--- config.mk ---
export PLATFORM = sky130hd
export DESIGN_NAME = param_updown_counter_flat
export DESIGN_NICKNAME = d
export VERILOG_FILES = /design/src/rtl/param_updown_counter_pkg.sv /design/src/rtl/param_updown_counter_if.sv /design/src/rtl/param_updown_counter_prescaler.sv /design/src/rtl/param_updown_counter.sv /design/src/flat_wrapper.sv
export SDC_FILE = /design/constraint.sdc
export NUM_CORES = 1
export LEC_CHECK = 0
export BUFFER_PORTS_ARGS = -buffer_cell sky130_fd_sc_hd__buf_2
export CORE_ASPECT_RATIO = 0.75
export CORE_MARGIN = 2
export CORE_UTILIZATION = 35
export CTS_CLUSTER_DIAMETER = 120
export DETAILED_ROUTE_END_ITERATION = 7
export HOLD_SLACK_MARGIN = 0.06
export PLACE_DENSITY_LB_ADDON = 0.1
export SETUP_SLACK_MARGIN = 0.02
export SLEW_MARGIN = 25
export SYNTH_ARGS = -nofsm -noshare
export SYNTH_HDL_FRONTEND = slang
export SYNTH_SLANG_ARGS = --single-unit
--- constraint.sdc ---
create_clock -name clk -period 2.6 [get_ports clk]
set_clock_uncertainty 0.15 [all_clocks]
set_input_delay 0.39 -clock clk [delete_from_list [all_inputs] [get_ports clk]]
set_output_delay 0.39 -clock clk [all_outputs]
set_load 0.02 [all_outputs]
--- src/rtl/param_updown_counter_pkg.sv ---
// cnt_pkg: shared direction constants and elaboration helpers for param_updown_counter.
// No ports. Provides clamp_load() for saturating parallel loads and width_ok()
// for the elaboration-time configuration check.
package cnt_pkg;
    localparam logic CNT_DIR_UP = 1'b1;
    localparam logic CNT_DIR_DN = 1'b0;

    function automatic longint unsigned clamp_load(input longint unsigned val, input longint unsigned modulus);
        return (val > modulus - 1) ? modulus - 1 : val;
    endfunction

    function automatic bit width_ok(input int width, input longint unsigned modulus);
        return (width >= 1) && (width <= 32) && (modulus >= 2) && (modulus <= (64'd1 << width));
    endfunction
endpackage

--- src/rtl/param_updown_counter_if.sv ---
// param_updown_counter_if: control and status bundle of param_updown_counter.
// master drives clr/en/up_dn/load/load_val and observes count/wrap/overflow/step;
// slave is the counter side.
interface param_updown_counter_if #(parameter int WIDTH = 8);
    logic             clr;
    logic             en;
    logic             up_dn;
    logic             load;
    logic [WIDTH-1:0] load_val;
    logic [WIDTH-1:0] count;
    logic             wrap;
    logic             overflow;
    logic             step;

    modport master (output clr, en, up_dn, load, load_val, input count, wrap, overflow, step);
    modport slave  (input clr, en, up_dn, load, load_val, output count, wrap, overflow, step);
endinterface

--- src/rtl/param_updown_counter_prescaler.sv ---
// cnt_prescaler: divides enabled cycles by PRESCALE and flags the step cycle.
// Ports: clk, rst (async active-low), clr_sync (restart phase), en (advance),
// tick (combinational, high when en and the phase is at PRESCALE-1).
module cnt_prescaler #(
    parameter int PRESCALE = 1
) (
    input  logic clk,
    input  logic rst,
    input  logic clr_sync,
    input  logic en,
    output logic tick
);
    if (PRESCALE == 1) begin : g_none
        // No phase state needed: every enabled cycle is a step.
        logic unused_ok;
        assign unused_ok = clk ^ rst ^ clr_sync;
        assign tick = en;
    end else begin : g_div
        localparam int PW = $clog2(PRESCALE);
        localparam logic [PW-1:0] LAST = PW'(PRESCALE - 1);
        logic [PW-1:0] cnt;
        assign tick = en && (cnt == LAST);
        always_ff @(posedge clk or negedge rst) begin
            if (!rst) cnt <= '0;
            else if (clr_sync) cnt <= '0;
            else if (en) cnt <= tick ? '0 : cnt + PW'(1);
        end
    end
endmodule

--- src/rtl/param_updown_counter.sv ---
// param_updown_counter: prescaled up/down modulo counter with clear, load, wrap and sticky overflow.
// Ports: clk, rst (async active-low), bus (param_updown_counter_if.slave).
// Build option: define PARAM_CNT_SATURATE_EN to hold at the bounds instead of wrapping.
module param_updown_counter
    import cnt_pkg::*;
#(
    parameter int              WIDTH    = 8,
    parameter longint unsigned MODULUS  = 256,
    parameter int              PRESCALE = 1
) (
    input logic                   clk,
    input logic                   rst,
    param_updown_counter_if.slave bus
);
    localparam logic [WIDTH-1:0] MAX_VAL = WIDTH'(MODULUS - 1);

    if (!width_ok(WIDTH, MODULUS) || PRESCALE < 1 || PRESCALE > 65535) begin : g_bad_cfg
        $error("param_updown_counter: illegal WIDTH/MODULUS/PRESCALE combination");
    end

    logic             tick, up, at_bound;
    logic [WIDTH-1:0] count_q, count_d, stepped;
    logic             wrap_q, wrap_d, ovf_q, ovf_d, step_q, step_d;

    cnt_prescaler #(.PRESCALE(PRESCALE)) u_pre (
        .clk      (clk),
        .rst      (rst),
        .clr_sync (bus.clr | bus.load),
        .en       (bus.en),
        .tick     (tick)
    );

    // Bounds are compared explicitly so MODULUS == 2**WIDTH never relies on rollover.
    assign up       = bus.up_dn == CNT_DIR_UP;
    assign at_bound = up ? (count_q == MAX_VAL) : (count_q == '0);
    assign stepped  = up ? count_q + WIDTH'(1) : count_q - WIDTH'(1);

    always_comb begin
        count_d = count_q;
        ovf_d   = ovf_q;
        wrap_d  = 1'b0;
        step_d  = 1'b0;
        if (bus.clr) begin
            count_d = '0;
            ovf_d   = 1'b0;
        end else if (bus.load) begin
            count_d = WIDTH'(clamp_load(64'(bus.load_val), MODULUS));
        end else if (tick) begin
`ifdef PARAM_CNT_SATURATE_EN
            count_d = at_bound ? count_q : stepped;
            ovf_d   = ovf_q | at_bound;
            step_d  = !at_bound;
`else
            count_d = at_bound ? (up ? '0 : MAX_VAL) : stepped;
            wrap_d  = at_bound;
            ovf_d   = ovf_q | at_bound;
            step_d  = 1'b1;
`endif
        end
    end

    always_ff @(posedge clk or negedge rst) begin
        if (!rst) begin
            count_q <= '0;
            wrap_q  <= 1'b0;
            ovf_q   <= 1'b0;
            step_q  <= 1'b0;
        end else begin
            count_q <= count_d;
            wrap_q  <= wrap_d;
            ovf_q   <= ovf_d;
            step_q  <= step_d;
        end
    end

    assign bus.count    = count_q;
    assign bus.wrap     = wrap_q;
    assign bus.overflow = ovf_q;
    assign bus.step     = step_q;
endmodule

--- src/flat_wrapper.sv ---
// flat-port wrapper written by rule: the top's interface ports become plain ports
module param_updown_counter_flat import cnt_pkg::*;
#(
    parameter int              WIDTH    = 8,
    parameter longint unsigned MODULUS  = 256,
    parameter int              PRESCALE = 1
)
  (clk, rst, bus_clr, bus_en, bus_up_dn, bus_load, bus_load_val, bus_count, bus_wrap, bus_overflow, bus_step);
  param_updown_counter_if #(.WIDTH(WIDTH)) bus_i ();
  input logic clk;
  input logic rst;
  input wire logic [$bits(bus_i.clr)-1:0] bus_clr;
  input wire logic [$bits(bus_i.en)-1:0] bus_en;
  input wire logic [$bits(bus_i.up_dn)-1:0] bus_up_dn;
  input wire logic [$bits(bus_i.load)-1:0] bus_load;
  input wire logic [$bits(bus_i.load_val)-1:0] bus_load_val;
  output wire logic [$bits(bus_i.count)-1:0] bus_count;
  output wire logic [$bits(bus_i.wrap)-1:0] bus_wrap;
  output wire logic [$bits(bus_i.overflow)-1:0] bus_overflow;
  output wire logic [$bits(bus_i.step)-1:0] bus_step;
  assign bus_i.clr = bus_clr;
  assign bus_i.en = bus_en;
  assign bus_i.up_dn = bus_up_dn;
  assign bus_i.load = bus_load;
  assign bus_i.load_val = bus_load_val;
  assign bus_count = bus_i.count;
  assign bus_wrap = bus_i.wrap;
  assign bus_overflow = bus_i.overflow;
  assign bus_step = bus_i.step;
  param_updown_counter #(.WIDTH(WIDTH), .MODULUS(MODULUS), .PRESCALE(PRESCALE)) u_core (.clk(clk), .rst(rst), .bus(bus_i));
endmodule
==> results.cfg <==
[global_route]
grt_start_max_net_pins = 19
grt_pass1_wl_mm = 3.836
antenna_found_initial = 0
grt_usage_pct = 17.11
overflow = 0
grt_pass1_vias = 803

[route]
wl_met2_mm = 1.060
wl_per_cell_microns = 13.95
drt-met1-wl_mm = 1.183
drt_wl_total_mm = 2.343
drc = 0
via_per_inst = 5.143
routed.top_layer = met3
vias = 864
drt_iter0_drc = 39
drt_pass1_iterations = 5
antenna_left = 0
wl_met3_microns = 98

[clocking]
post_cts_resized = 0
cts_inserted_buffers = 3
cts_tree = done
cts_max_level = 1
clkSinkCount = 11
insertion_delay_ns = 0.27
clkSlewWorstSetupHoldPaths_ns = 0.07
clk_path_buf_depth = 2
ctsRootBufferMaster = clkbuf_4

[final_layout]
nets = 156
finalNonFillerCells = 168
insertedDiodeCount = 0
drive_gt1_share_pct = 25.37
area_growth_pct = 20.11

[placement]
detailed_place_hpwl_mm = 1.795
portBuffers = 24
place_inst = 163
pre_cts_slack_ns = 0.4188
gp_congestion = 0.9280

[logic_synthesis]
synthesis.area_sq_um = 902.1
yosysWarnings = 0
synth_nets = 129
ys_ff_latch = 11
synth.distinct_cells = 33
postSynthAreaPerCell_sq_um = 8.353
synth_cells = 108
synth-seq-area-share_pct = 30.51

[flow_run]
maxCapViolCount = 0

[sta]
min_period_over_period_pct = 80.14
setup_violations = 0
worst_slack_ns = 0.5164
fmax_mhz = 479.9
fin_tns_setup_ns = 0
finalHoldViolCount = 0
slew-limit-headroom_pct = 71.44
drv_slew = 0
tightestPinTransition_ns = 0.4176
grt_setup_unrepaired = false
holdWs_ns = 0.2070
fin_crit_ns = 2.084

[min_path]
min_path_type = input pin to register

[run_status]
status = finished, final reports clean

[setup_path]
required_ns = 2.65
critical-path-top-delay-family = flip-flops
startpoint_type = register
cp_cell_sequence = inv_1 > fa_1 > nand2b_1 > a21oi_1 > o22ai_1 > mux2_2 > nor2_1
cp_max_fo = 6
slowest_stage = dfrtp_1
slowest_delay_ns = 0.47
endpoint_kind = register
cp.arrival_ns = 2.14
path_class = register to register
worst-path-buf-inv = 1

[die]
initial_core_util_pct = 38.15
die_area_sq_um = 3004
num_io_pins = 25
rows = 15
die_w_microns = 62.62
die_h_microns = 47.97
coreArea_sq_um = 2365

[power]
p_total_mw = 0.5136
cellLeakagePower_nw = 0.5263
p_per_area_nw_per_um2 = 474.0
vdd_drop_max_mv = 0.2384
cell type report:
cell class	count	area, sq um
multi-input combinational	86	575.6
tap	34	42.54
sequential	11	275.3
fill	252	1281
inverter	7	26.28
clock buffer	4	26.28
timing repair buffer	26	137.6
registers in the layout, indices dropped and copies added (netlist names):
name and cells:
u_core.bus.wrap 1, u_core.bus.overflow 1, u_core.bus.count 8, u_core.bus.step 1
repair_timing:
action,CTS,global route
endpoints found under the setup margin,0,0
hold buffers,1,0
hold endpoints to repair,11,0
setup buffers,0,0
worst reg2reg max path: stages, from the launching register on:
cell and delay, ns:
dfrtp_1 0.47, inv_1 0.09, fa_1 0.43, nand2b_1 0.18, a21oi_1 0.20, o22ai_1 0.12, mux2_2 0.28, nor2_1 0.09
report_power, final:
group	switching, mW	internal, mW
Clock	0.0584	0.0594
Combinational	0.109	0.0848
Sequential	0.0187	0.183
path summary, 6_finish.rpt:
path	from	end	slack, ns	cells after the start
min in group asynchronous	rst	u_core.bus.count[2]	0.38	2
worst max-delay path	u_core.bus.count[1]	u_core.bus.count[6]	0.52	7
worst min-delay path	bus_load_val[0]	u_core.bus.count[0]	0.21	3
worst max register to register	u_core.bus.count[1]	u_core.bus.count[6]	0.52	7
max in group asynchronous	rst	u_core.bus.count[5]	1.71	2
worst min register to register	u_core.bus.overflow	u_core.bus.overflow	0.33	1
logic make-up (layout without fill, tap and decap cells):
logic type / count (synthesis) / count (layout) / share of synthesized area [%]
xor+xnor: 5 / 5 / 4.854
compound gates: 33 / 33 / 23.86
simple gates: 39 / 39 / 22.19
mux: 2 / 2 / 2.358
flops: 11 / 11 / 30.51
buf+inv: 11 / 37 / 5.687
fa+ha+maj: 7 / 7 / 10.54
per-layer routing:
layer	track usage, %	up-vias
met5	0	-
met4	1.333	0
met3	5.412	0
met2	29.25	15
met1	22.76	399
li1	-	450
cell usage in the layout, fill, tap and decap left out:
master and n:
a2111oi_0 1, a211oi_1 3, a21boi_1 1, a21o_1 3, a21oi_1 12, a21oi_4 1, a221oi_1 3, and3_2 1
buf_2 24, buf_4 1, clkbuf_1 1, clkbuf_4 3, dfrtp_1 11, dlygate4sd3_1 1, fa_1 1, ha_1 6
inv_1 7, mux2_2 1, mux2i_1 1, nand2_1 8, nand2b_1 1, nand3_1 4, nor2_1 9, nor2b_1 1
nor3_1 6, nor3b_1 3, nor4_1 2, o21ai_0 5, o21bai_1 1, o22ai_1 3, or2_2 2, or3b_4 1
or4_1 1, xnor2_1 4, xor2_1 1
stage by stage:
stage / utilization, % / area (sq um)
final: 45.82 / 1084
after global routing: 45.82 / 1084
after CTS: 45.82 / 1084
after detailed placement: 44.29 / 1047
after global placement: 44.29 / 1047
after floorplan: - / 902.1
synth_stat cells:
cell type  count  area, sq um
a21oi_4        1        16.27
a211oi_1       3        22.52
a2111oi_0      1        8.760
nor2_1         9        33.78
fa_1           1        20.02
nand2b_1       1        6.260
a21oi_1       12        60.06
mux2_2         1        11.26
nor2b_1        1        6.260
buf_6          1        11.26
and3_2         1        7.510
nand3_1        4        20.02
o22ai_1        3        18.77
ha_1           6        75.07
or3b_4         1        11.26
or4_1          1        7.510
nand2_1        8        30.03
o21ai_0        5        25.02
nor3b_1        3        22.52
nor3_1         6        30.03
xor2_1         1        8.760
nor4_1         2        12.51
or2_2          2        12.51
o21bai_1       1        7.510
buf_2          2        10.01
inv_1          7        26.28
dfrtp_1       11        275.3
a21boi_1       1        7.510
clkbuf_1       1        3.750
a221oi_1       3        26.28
mux2i_1        1        10.01
xnor2_1        4        35.03
a21o_1         3        22.52
Note: power is estimated with default switching activity, not from simulation.
